**config.mk**
```make
export PLATFORM = sky130hd
export DESIGN_NAME = sysio_axil_master_flat
export DESIGN_NICKNAME = d
export VERILOG_FILES = /design/src/rtl/sysio_axil_master_if.sv /design/src/rtl/sysio_axil_master.sv /design/src/flat_wrapper.sv
export SDC_FILE = /design/constraint.sdc
export NUM_CORES = 1
export LEC_CHECK = 0
export ABC_AREA = 0
export BUFFER_PORTS_ARGS = -buffer_cell sky130_fd_sc_hd__buf_2
export CORE_UTILIZATION = 49
export CTS_CLUSTER_DIAMETER = 200
export DETAILED_ROUTE_END_ITERATION = 8
export PLACE_DENSITY = 0.85
export SYNTH_ARGS = -nofsm -noshare
export SYNTH_HDL_FRONTEND = slang
export SYNTH_SLANG_ARGS = --single-unit
export TNS_END_PERCENT = 10
```
**constraint.sdc**
```tcl
create_clock -name clk -period 3.2 [get_ports clk]
set_clock_uncertainty 0.15 [all_clocks]
set_input_delay 0.64 -clock clk [delete_from_list [all_inputs] [get_ports clk]]
set_output_delay 0.64 -clock clk [all_outputs]
set_load 0.01 [all_outputs]
```
**src/rtl/sysio_axil_master_if.sv**
```systemverilog
// AXI4-Lite AW/W/AR/R channel bundle (no B channel) between the sysio master and its slaves.
interface sysio_axil_master_if #(
   parameter int ADDR_W = 32,
   parameter int DATA_W = 32
);
   logic [ADDR_W-1:0]   awaddr;
   logic                awvalid;
   logic                awready;
   logic [DATA_W-1:0]   wdata;
   logic [DATA_W/8-1:0] wstrb;
   logic                wvalid;
   logic                wready;
   logic [ADDR_W-1:0]   araddr;
   logic                arvalid;
   logic                arready;
   logic [DATA_W-1:0]   rdata;
   logic                rvalid;
   logic                rready;

   modport master (
      output awaddr, awvalid, input awready,
      output wdata, wstrb, wvalid, input wready,
      output araddr, arvalid, input arready,
      input rdata, rvalid, output rready
   );

   modport slave (
      input awaddr, awvalid, output awready,
      input wdata, wstrb, wvalid, output wready,
      input araddr, arvalid, output arready,
      output rdata, rvalid, input rready
   );
endinterface

```
**src/rtl/sysio_axil_master.sv**
```systemverilog
// Single-outstanding load/store to AXI4-Lite initiator with a bus-hang timeout.
module sysio_axil_master #(
   parameter int ADDR_W      = 32,
   parameter int DATA_W      = 32,
   parameter int TIMEOUT_CYC = 1023,
   parameter int CNT_W       = 10
) (
   input  logic                clk,
   input  logic                rst_n,
   input  logic                req_valid,
   output logic                req_ready,
   input  logic                req_we,
   input  logic [ADDR_W-1:0]   req_addr,
   input  logic [DATA_W-1:0]   req_wdata,
   input  logic [DATA_W/8-1:0] req_wstrb,
   output logic                rsp_valid,
   output logic [DATA_W-1:0]   rsp_rdata,
   output logic                rsp_err,
   sysio_axil_master_if.master m_axi
);
   typedef enum logic [2:0] {IDLE, WR, RD_A, RD_D, RSP} state_t;

   // The abort fires in the cycle the counter reaches its last value, so each
   // channel waits exactly TIMEOUT_CYC cycles before giving up.
   localparam logic [CNT_W-1:0] TO_LAST = CNT_W'(TIMEOUT_CYC > 0 ? TIMEOUT_CYC - 1 : 0);

   state_t              state_q, state_d;
   logic [CNT_W-1:0]    cnt_q, cnt_d;
   logic                aw_done_q, aw_done_d, w_done_q, w_done_d;
   logic [ADDR_W-1:0]   addr_q, addr_d;
   logic [DATA_W-1:0]   wdata_q, wdata_d;
   logic [DATA_W/8-1:0] wstrb_q, wstrb_d;
   logic [DATA_W-1:0]   rdata_d;
   logic                err_d;
   logic                aw_hs, w_hs, to_hit;

   assign req_ready     = (state_q == IDLE);
   assign rsp_valid     = (state_q == RSP);
   assign m_axi.awaddr  = addr_q;
   assign m_axi.araddr  = addr_q;
   assign m_axi.wdata   = wdata_q;
   assign m_axi.wstrb   = wstrb_q;
   // Valids are decoded from state, so an abort or async reset drops them at once.
   assign m_axi.awvalid = (state_q == WR) && !aw_done_q;
   assign m_axi.wvalid  = (state_q == WR) && !w_done_q;
   assign m_axi.arvalid = (state_q == RD_A);
   assign m_axi.rready  = (state_q == RD_D);

   assign aw_hs  = m_axi.awvalid && m_axi.awready;
   assign w_hs   = m_axi.wvalid && m_axi.wready;
   assign to_hit = (TIMEOUT_CYC != 0) && (cnt_q == TO_LAST);

   always_comb begin
      state_d   = state_q;
      cnt_d     = cnt_q + 1'b1;
      aw_done_d = aw_done_q;
      w_done_d  = w_done_q;
      addr_d    = addr_q;
      wdata_d   = wdata_q;
      wstrb_d   = wstrb_q;
      rdata_d   = rsp_rdata;
      err_d     = rsp_err;
      case (state_q)
         IDLE: begin
            aw_done_d = 1'b0;
            w_done_d  = 1'b0;
            if (req_valid) begin
               addr_d  = req_addr;
               wdata_d = req_wdata;
               wstrb_d = req_wstrb;
               state_d = req_we ? WR : RD_A;
            end
         end
         WR: begin
            aw_done_d = aw_done_q || aw_hs;
            w_done_d  = w_done_q || w_hs;
            // A handshake landing on the final timeout cycle still completes normally.
            if (aw_done_d && w_done_d) begin
               state_d = RSP;
               err_d   = 1'b0;
            end else if (to_hit) begin
               state_d = RSP;
               err_d   = 1'b1;
               rdata_d = '0;
            end
         end
         RD_A: begin
            if (m_axi.arready) begin
               state_d = RD_D;
            end else if (to_hit) begin
               state_d = RSP;
               err_d   = 1'b1;
               rdata_d = '0;
            end
         end
         RD_D: begin
            if (m_axi.rvalid) begin
               state_d = RSP;
               err_d   = 1'b0;
               rdata_d = m_axi.rdata;
            end else if (to_hit) begin
               state_d = RSP;
               err_d   = 1'b1;
               rdata_d = '0;
            end
         end
         RSP:     state_d = IDLE;
         default: state_d = IDLE;
      endcase
      if (state_d != state_q || state_q == IDLE || state_q == RSP) cnt_d = '0;
   end

   always_ff @(posedge clk or negedge rst_n) begin
      if (!rst_n) begin
         state_q   <= IDLE;
         cnt_q     <= '0;
         aw_done_q <= 1'b0;
         w_done_q  <= 1'b0;
         addr_q    <= '0;
         wdata_q   <= '0;
         wstrb_q   <= '0;
         rsp_rdata <= '0;
         rsp_err   <= 1'b0;
      end else begin
         state_q   <= state_d;
         cnt_q     <= cnt_d;
         aw_done_q <= aw_done_d;
         w_done_q  <= w_done_d;
         addr_q    <= addr_d;
         wdata_q   <= wdata_d;
         wstrb_q   <= wstrb_d;
         rsp_rdata <= rdata_d;
         rsp_err   <= err_d;
      end
   end
endmodule

```
**src/flat_wrapper.sv**
```systemverilog
// flat-port wrapper written by rule: the top's interface ports become plain ports
module sysio_axil_master_flat 
#(
   parameter int ADDR_W      = 32,
   parameter int DATA_W      = 32,
   parameter int TIMEOUT_CYC = 1023,
   parameter int CNT_W       = 10
)
  (clk, rst_n, req_valid, req_ready, req_we, req_addr, req_wdata, req_wstrb, rsp_valid, rsp_rdata, rsp_err, m_axi_awaddr, m_axi_awvalid, m_axi_awready, m_axi_wdata, m_axi_wstrb, m_axi_wvalid, m_axi_wready, m_axi_araddr, m_axi_arvalid, m_axi_arready, m_axi_rdata, m_axi_rvalid, m_axi_rready);
  sysio_axil_master_if #(.ADDR_W(ADDR_W), .DATA_W(DATA_W)) m_axi_i ();
  input  logic clk;
  input  logic rst_n;
  input  logic req_valid;
  output logic req_ready;
  input  logic req_we;
  input  logic [ADDR_W-1:0] req_addr;
  input  logic [DATA_W-1:0] req_wdata;
  input  logic [DATA_W/8-1:0] req_wstrb;
  output logic rsp_valid;
  output logic [DATA_W-1:0] rsp_rdata;
  output logic rsp_err;
  output wire logic [$bits(m_axi_i.awaddr)-1:0] m_axi_awaddr;
  output wire logic [$bits(m_axi_i.awvalid)-1:0] m_axi_awvalid;
  input wire logic [$bits(m_axi_i.awready)-1:0] m_axi_awready;
  output wire logic [$bits(m_axi_i.wdata)-1:0] m_axi_wdata;
  output wire logic [$bits(m_axi_i.wstrb)-1:0] m_axi_wstrb;
  output wire logic [$bits(m_axi_i.wvalid)-1:0] m_axi_wvalid;
  input wire logic [$bits(m_axi_i.wready)-1:0] m_axi_wready;
  output wire logic [$bits(m_axi_i.araddr)-1:0] m_axi_araddr;
  output wire logic [$bits(m_axi_i.arvalid)-1:0] m_axi_arvalid;
  input wire logic [$bits(m_axi_i.arready)-1:0] m_axi_arready;
  input wire logic [$bits(m_axi_i.rdata)-1:0] m_axi_rdata;
  input wire logic [$bits(m_axi_i.rvalid)-1:0] m_axi_rvalid;
  output wire logic [$bits(m_axi_i.rready)-1:0] m_axi_rready;
  assign m_axi_awaddr = m_axi_i.awaddr;
  assign m_axi_awvalid = m_axi_i.awvalid;
  assign m_axi_i.awready = m_axi_awready;
  assign m_axi_wdata = m_axi_i.wdata;
  assign m_axi_wstrb = m_axi_i.wstrb;
  assign m_axi_wvalid = m_axi_i.wvalid;
  assign m_axi_i.wready = m_axi_wready;
  assign m_axi_araddr = m_axi_i.araddr;
  assign m_axi_arvalid = m_axi_i.arvalid;
  assign m_axi_i.arready = m_axi_arready;
  assign m_axi_i.rdata = m_axi_rdata;
  assign m_axi_i.rvalid = m_axi_rvalid;
  assign m_axi_rready = m_axi_i.rready;
  sysio_axil_master #(.ADDR_W(ADDR_W), .DATA_W(DATA_W), .TIMEOUT_CYC(TIMEOUT_CYC), .CNT_W(CNT_W)) u_core (.clk(clk), .rst_n(rst_n), .req_valid(req_valid), .req_ready(req_ready), .req_we(req_we), .req_addr(req_addr), .req_wdata(req_wdata), .req_wstrb(req_wstrb), .rsp_valid(rsp_valid), .rsp_rdata(rsp_rdata), .rsp_err(rsp_err), .m_axi(m_axi_i));
endmodule
```
---- Word level (Yosys, flattened, before mapping) ----
Cells that the tools add are included.
storage, ports and cells
  RAM bits ................................ 0
  bits in read-only memories .............. 0
  memories ................................ 0
  bits in registers ....................... 116
  bits in latches ......................... 0
  input bits .............................. 108
  output and inout bits ................... 139
  logic and storage cells ................. 55
cells by class
  multiplexer cells ....................... 20
  shifts and indexed selects .............. 0
  div/mod/pow operators ................... 0
  equality and inequality tests ........... 8
  reductions and logical operators ........ 17
  magnitude comparators ................... 0
  add/sub/neg operators ................... 1
  $mul .................................... 0
  bitwise operators ....................... 0
operators with widths
  kind                     number
  $mux W32                 4
  $pmux W32 S3             1
  $mux W3                  5
  $pmux W3 S4              1
  $add A10 B1 Y10 const B  1
  $eq A10 B10 Y1 const B   1
  $mux W10                 1
  $eq A3 B2 Y1 const B     2
  $logic_and A1 B1 Y1      5
  $logic_or A1 B1 Y1       4
  $mux W1                  4
  $ne A2 B2 Y1 const B     2
  $pmux W1 S2              2
  $reduce_and A2 Y1        2
  $eq A3 B1 Y1 const B     1
  $eq A3 B3 Y1 const B     1
  $logic_not A3 Y1         1
  $ne A3 B3 Y1             1
  $pmux W1 S3              1
  $reduce_and A3 Y1        1
  $reduce_bool A3 Y1       1
  $logic_not A1 Y1         2
  $mux W2                  1
  $reduce_bool A2 Y1       1

---- Logic depth before layout (Yosys ltp) ----
Gate-level depths: netlist (run 1).
  depth in word-level cells ............... 11
  depth in mapped cells ................... 7
  depth with buffers taken out ............ 6

---- Worst setup path before layout (run 1) ----
OpenSTA, ideal clock, no wires.
  kind .................................... flip-flop to output port
  from .................................... register u_core.state_q[0]
  to ...................................... output port m_axi_awvalid
  setup slack ............................. 1.323 ns
  arrival ................................. 1.087 ns
  buffers on the path ..................... 1
  data required time ...................... 2.410 ns
  cell stages (with the launch flop) ...... 5
  path through ............................ dfrtp_1 > buf_6 > inv_1 > or3_1 > nor2_1
on the way
  cells in the longest elaborated chain, start to end .. 2
RTL lines
  what                    RTL line                  RTL
  from (decl)             sysio_axil_master.sv:27   state_t state_q, state_d;
  from (signal assigned)  sysio_axil_master.sv:125  state_q <= state_d;
  $eq A3 B1 Y1            sysio_axil_master.sv:44   assign m_axi.awvalid = (state_q == WR) && !aw_done_q;
  $logic_and A1 B1 Y1     sysio_axil_master.sv:44
  to (decl)               flat_wrapper.sv:23        output wire logic [$bits(m_axi_i.awvalid)-1:0] m_axi_awvalid;
No other way between the ends.

---- Final worst setup path (run 1) ----
Same ends and word-level chain as after synthesis.

==> impl_metrics.json, run 1 <==
{
  "clockBufferDepth": 2,
  "firstDrtPassIters": 5,
  "worstRegToRegCells": 4,
  "ys.flop_type": "dfrtp_1",
  "path_cells": "inv_1 -> or3_1 -> nor2_1 -> buf_2",
  "synthDistinctLibCells": 39,
  "leakage_nw": 3.43,
  "cap_violations": 0,
  "initial_core_util_pct": 50.6,
  "finalCritPeriodShare_pct": 83.2,
  "ctsHoldBuffers": 0,
  "io_pins": 247,
  "synth-seq-cells": 116,
  "cts_made_buffers": 17,
  "synth-seq-area-share_pct": 58.6,
  "synth_nets": 449,
  "synthArstFlopShare_pct": 100,
  "place_hpwl_mm": 8.28,
  "port_buffers": 246,
  "cts_resized": 0,
  "clock_latency_ps": 500,
  "tritoncts": "yes",
  "fp.dieH_microns": 103,
  "setup_slack_ps": 538,
  "grt_max_degree": 61,
  "slowest_delay_ps": 520,
  "fmax_mhz": 376,
  "viasPerCell": 5.06,
  "fin_nets": 667,
  "path_delay_family": "simple AND/OR/NAND/NOR gates",
  "vias": 3560,
  "rows": 36,
  "crit_slowest_cell": "dfrtp_1",
  "die_x_microns": 103,
  "r2r_start": "u_core.state_q[0]$_DFF_PN0_",
  "wl_mm": 11.8,
  "cts.reportedPaths.clkPinSlew_ps": 60,
  "ys_warn_count": 0,
  "synth_top_area_share_pct": 58.6,
  "r2r_end": "u_core.m_axi.wdata[16]$_DFFE_PN0P_",
  "finalSetupViolCount": 0,
  "finalInstanceArea_sq_mm": 0.00666,
  "synth_cells": 339,
  "worst-path-buf-inv": 2,
  "syn_area_sq_mm": 0.00495,
  "synth_area_leaders": "dfrtp_1 (59%), mux2_2 (11%), mux2_4 (6.1%), buf_4 (5.8%), a22o_1 (5.7%)",
  "finalHoldViolations": 0,
  "tightest_slew_ps": 853,
  "drc": 0,
  "grt.overflow.total": 0,
  "area_delta_synth_final_pct": 34.6,
  "hold_class": "input port to async pin",
  "startpoint_type": "flop",
  "slew_violations": 0,
  "power_density_mw_per_mm2": 1150,
  "status": "finished, final reports clean",
  "grt_pass1_wl_mm": 17.3,
  "core_area_sq_mm": 0.00977,
  "h-tree-depth": 4,
  "regArea_sq_mm": 0.00290,
  "die_area_sq_mm": 0.0105,
  "avgSynthCellArea_sq_um": 14.6,
  "rsz0062_at_grt": "false",
  "antenna_found_initial": 0,
  "cts_sinks": 116,
  "finalWeightedCongestion": 0.876,
  "cp_max_fo": 10,
  "drt_iter0_markers": 145,
  "power_mw": 7.65,
  "fillers": 694,
  "multi_input_area_sq_mm": 0.00160,
  "reg2reg_slack_ps": 1010,
  "drtAntennaViolNets": 0,
  "crit_type": "flop to output port",
  "place_area_sq_mm": 0.00598,
  "cp.arrival_ps": 1870,
  "setup_tns_ps": 0,
  "min_period_ps": 2660,
  "wl_per_cell_microns": 16.7,
  "ir_drop_mv": 0.558,
  "maxSlewHeadroom_pct": 42.9,
  "yosys.area.top_type": "dfrtp_1",
  "gr-usage-all-layers_pct": 22.5,
  "required_ps": 2410,
  "final_cell_mix": "buf_2 (245), dfrtp_1 (116), mux2_2 (48), a22o_1 (32), mux2_4 (20)",
  "grt_pass1_vias": 3445,
  "post-place-ws_ps": 1020,
  "cts_setup_buffers": 0,
  "synth_edf_count": 0,
  "cts_root_buf": "clkbuf_8",
  "diodes": 0,
  "final_common_cell": "buf_2",
  "end_kind": "output port",
  "final_layout_size_suffix_gt1_share_pct": 62.6
}
area by class of cell:
type                    instances  share of cell area [%]
inverters                       6                   0.338
well taps                     133                    2.50
clock buffers                  19                    6.48
clock inverters                13                    3.79
multi-input cells             167                    24.1
flip-flops and latches        116                    43.6
repair buffers                249                    19.2
worst max-delay path by stage:
stage,slack [ps],startpoint,end,depth (start not counted)
2_1_floorplan,1320,u_core.state_q[0]$_DFF_PN0_,m_axi_awvalid,4
3_3_place_gp,1080,u_core.state_q[0]$_DFF_PN0_,u_core.m_axi.wdata[20]$_DFFE_PN0P_,4
3_5_place_dp,1020,u_core.state_q[0]$_DFF_PN0_,u_core.m_axi.wdata[19]$_DFFE_PN0P_,4
4_1_cts,520,u_core.state_q[0]$_DFF_PN0_,m_axi_awvalid,4
5_1_grt,430,u_core.state_q[0]$_DFF_PN0_,m_axi_wvalid,4
6_report,540,u_core.state_q[0]$_DFF_PN0_,m_axi_awvalid,4
routing by layer:
metal  vias up  track usage [%]  wire length (microns)
li1       1608                -                      -
met1      1774             24.1                   4340
met2       152             39.8                   6360
met3        26             8.00                    780
met4         0             9.89                    281
met5         -                0                      0
cell usage after synthesis, types with 3 or more instances:
| library cell | number |
|---|---|
| xnor2_1 | 4 |
| nand2_1 | 3 |
| buf_4 | 38 |
| a22o_1 | 32 |
| clkbuf_1 | 3 |
| dfrtp_1 | 116 |
| mux2_2 | 48 |
| buf_6 | 6 |
| inv_1 | 6 |
| nor2_1 | 17 |
| nand3_1 | 4 |
| buf_12 | 3 |
| xor2_1 | 4 |
| a21oi_1 | 3 |
| mux2_4 | 20 |
flip-flops by register name (all words and copies together) (netlist names):
name,count
u_core.m_axi.wstrb,4
u_core.rsp_rdata,32
u_core.w_done_q,1
u_core.m_axi.wdata,32
u_core.aw_done_q,1
u_core.state_q,3
u_core.m_axi.araddr,32
u_core.cnt_q,10
u_core.rsp_err,1
stage by stage:
stage	util (%)	hold WS, ps	std cells
after floorplan	-	194	339
after global placement	61.1	327	671
after detailed placement	61.1	328	671
after CTS	68.1	85.1	703
after global routing	68.1	104	703
final	68.1	61.1	703
report_power, final:
group          total [mW]  internal [mW]  switching, mW
clock network        2.18           1.52          0.661
registers            2.64           2.17          0.473
logic                2.83           1.47           1.36
kinds of logic (layout without fill, tap and decap cells):
| kind of cell | after synthesis | count (layout) | share of synthesized area, % |
|---|---|---|---|
| buf+inv | 56 | 287 | 9.02 |
| fa+ha+maj | 2 | 2 | 0.505 |
| xor+xnor | 8 | 8 | 1.42 |
| flops | 116 | 116 | 58.6 |
| compound gates | 47 | 47 | 8.11 |
| mux | 68 | 68 | 17.0 |
| simple gates | 42 | 42 | 5.31 |
Note: power is estimated with default switching activity, not from simulation.
==> run 2: changes to the inputs <==
Settings changed: ABC_AREA 0 to 1, CORE_UTILIZATION 49 to 46, PLACE_DENSITY 0.85 to 0.8.
Clock period 3.2 ns to 2.8 ns, I/O delays scaled along.
==> run 2 against run 1 <==
  * Register-to-register slack worse by 430 ps
  * Synthesized area increased by 0.46%
  * Sequential power increased by 12%
  * Power grew 7.3%
  * Final cell count is 14% higher
  * Design area about the same
  * Clock power shrank 10%
  * Combinational power increased by 16%
  * Sequential cell count stayed put
  * Clock-buffer cell count increased by 2
  * Die area up 6.9%
  * Synthesized cell count is 27% higher
  * Critical path type unchanged
==> impl_metrics.json, run 2 <==
{
  "crit_slowest_cell": "dfrtp_1",
  "maxSlewHeadroom_pct": 57.7,
  "finalHoldViolations": 0,
  "syn_area_sq_mm": 0.00497,
  "synth-compound-area-share_pct": 1.13,
  "wl_per_cell_microns": 14.0,
  "crit_type": "flop to output port",
  "synth-seq-area-share_pct": 58.4,
  "finalNonFillerCells": 801,
  "synth_xor_area_share_pct": 1.41,
  "h-tree-depth": 4,
  "gr-usage-all-layers_pct": 21.0,
  "core_area_sq_mm": 0.0104,
  "wl_mm": 11.2,
  "synth_top_area_share_pct": 58.4,
  "worstRegToRegCells": 10,
  "fin_nets": 764,
  "grt_pass1_wl_mm": 18.4,
  "drc": 0,
  "grt_max_degree": 58,
  "port_buffers": 246,
  "grt.overflow.total": 0,
  "power_density_mw_per_mm2": 1230,
  "place_hpwl_mm": 8.36,
  "viasPerCell": 4.72,
  "tritoncts": "yes",
  "ys.flop_type": "dfrtp_1",
  "cts_sinks": 116,
  "min_period_ps": 2450,
  "required_ps": 2090,
  "avgSynthCellArea_sq_um": 11.6,
  "synthDistinctLibCells": 27,
  "clock_latency_ps": 490,
  "setup.worst_path.end": "m_axi_awvalid",
  "die_x_microns": 106,
  "fp.dieH_microns": 106,
  "cts.reportedPaths.clkPinSlew_ps": 50,
  "grt_pass1_vias": 3810,
  "synth_common_cells": "nand2_1 (117), dfrtp_1 (116), mux2_2 (48)",
  "path_cells": "inv_2 -> nor2_2 -> nand2_1 -> nor2_1 -> buf_2",
  "synthAdderAreaFrac_pct": 0.503,
  "finalCritPeriodShare_pct": 87.6,
  "fmax_mhz": 408,
  "end_kind": "output port",
  "slowest_delay_ps": 520,
  "die_area_sq_mm": 0.0112,
  "cp_max_fo": 8,
  "synth_nets": 539,
  "dp.cells": 770,
  "synth_top_family_by_area": "multiplexers",
  "muxShareOfSynthArea_pct": 16.9,
  "startpoint_type": "flop",
  "drt_iter0_markers": 228,
  "cts_root_buf": "clkbuf_8",
  "cts_made_buffers": 17,
  "slew_violations": 0,
  "r2r_start": "u_core.cnt_q[0]$_DFF_PN0_",
  "synth_cells": 429,
  "finalWeightedCongestion": 0.829,
  "status": "finished, final reports clean",
  "vias": 3778,
  "synth_area_leaders": "dfrtp_1 (58%), mux2_2 (11%), nand2_1 (8.8%), mux2_4 (6.0%), buf_4 (5.3%)",
  "rsz0062_at_grt": "false",
  "firstDrtPassIters": 4,
  "leakage_nw": 3.61,
  "crit_start": "u_core.state_q[0]$_DFF_PN0_",
  "synth_edf_count": 0,
  "antenna_found_initial": 0,
  "rows": 37,
  "cap_violations": 0,
  "r2r_end": "u_core.rsp_rdata[25]$_DFFE_PN0P_",
  "hold_slack_ps": 116,
  "yosysMostFrequentCell": "nand2_1",
  "final_layout_size_suffix_gt1_share_pct": 54.3,
  "final_cell_mix": "buf_2 (245), nand2_1 (117), dfrtp_1 (116), mux2_2 (48), nor2_1 (21)",
  "initial_core_util_pct": 47.7,
  "synthSimpleGateAreaFrac_pct": 13.6,
  "synthArstFlopShare_pct": 100,
  "ir_drop_mv": 0.578,
  "yosys.area.top_type": "dfrtp_1",
  "reg2reg_slack_ps": 580,
  "cp.arrival_ps": 1740,
  "tightest_slew_ps": 634,
  "drtAntennaViolNets": 0,
  "ys_warn_count": 0,
  "fillers": 812,
  "area_delta_synth_final_pct": 34.0,
  "hold_class": "input port to flop",
  "synth-seq-cells": 116,
  "final_common_cell": "buf_2",
  "clockBufferDepth": 2,
  "setup_tns_ps": 0,
  "finalSetupViolCount": 0,
  "diodes": 0,
  "io_pins": 247
}
## run 2: changes by cell type after synthesis, sizes merged, moves of 2 or more
cell	previous run	this run
nand2	3	119
a22o	32	0
inv	6	17
nor2	17	25
buf	47	43
nand3	4	7
and2	2	0
nand4	3	5
nor3b	2	0
o22a	2	0
xnor2	4	2
xor2	4	6
## run 2: layer usage
layer  GRT usage, %  routed length (microns)  vias to the layer above
met4           8.33                      158                        0
li1               -                        -                     1800
met3           5.40                      629                       14
met1           26.7                     4760                     1807
met5              0                        0                        -
met2           34.5                     5680                      157
## run 2: cell type report
type,instances,area (sq um),area share (%)
Sequential cell,116,2900,43.6
Multi-Input combinational cell,250,1670,25.1
Timing Repair Buffer,252,1310,19.6
Clock buffer,21,469,7.04
Tap cell,136,170,2.55
Clock inverter,9,80.1,1.20
Inverter,17,63.8,0.958
## run 2: kinds of logic after synthesis
group,after synthesis
buf+inv,63
simple gates,162
mux,68
flops,116
compound gates,10
fa+ha+maj,2
xor+xnor,8
## run 2: power by group
group | internal (mW) | switching, mW
sequential | 2.47 | 0.487
clock | 1.25 | 0.708
combinational | 1.56 | 1.73
## run 2: critical path, delay by kind of cell (launching register included)
kind                   cells  cell delay, ps
buffers and inverters      2             290
AND/OR/NAND/NOR            3             440
flip-flops                 1             520
## run 2: how the worst min path moves through the flow
stage	start	cells after the start	end	slack [ps]
floorplan	rst_n	0	u_core.aw_done_q$_DFFE_PN0P_	110
global placement	u_core.rsp_rdata[6]$_DFFE_PN0P_	2	u_core.rsp_rdata[6]$_DFFE_PN0P_	300
global route	m_axi_rdata[3]	3	u_core.rsp_rdata[3]$_DFFE_PN0P_	100
CTS	m_axi_rdata[8]	3	u_core.rsp_rdata[8]$_DFFE_PN0P_	90
detailed placement	u_core.rsp_rdata[21]$_DFFE_PN0P_	2	u_core.rsp_rdata[21]$_DFFE_PN0P_	310
finish	m_axi_rdata[21]	3	u_core.rsp_rdata[21]$_DFFE_PN0P_	120
## run 2: repair_timing
item | 4_1_cts | 5_1_grt
endpoints found under the hold margin | 23 | 0
gates resized for setup | 0 | 0
buffers inserted | 0 | 0
hold buffers | 1 | 0
## run 2: per-stage QoR
stage	util [%]	power [mW]	instance area (sq um)	setup slack [ps]
after detailed placement	58.6	6.28	6100	623
after global placement	58.6	6.14	6100	701
after CTS	64.0	8.29	6660	315
after global routing	64.0	8.76	6660	169
after floorplan	-	5.17	4970	1110
final	64.0	8.21	6660	348
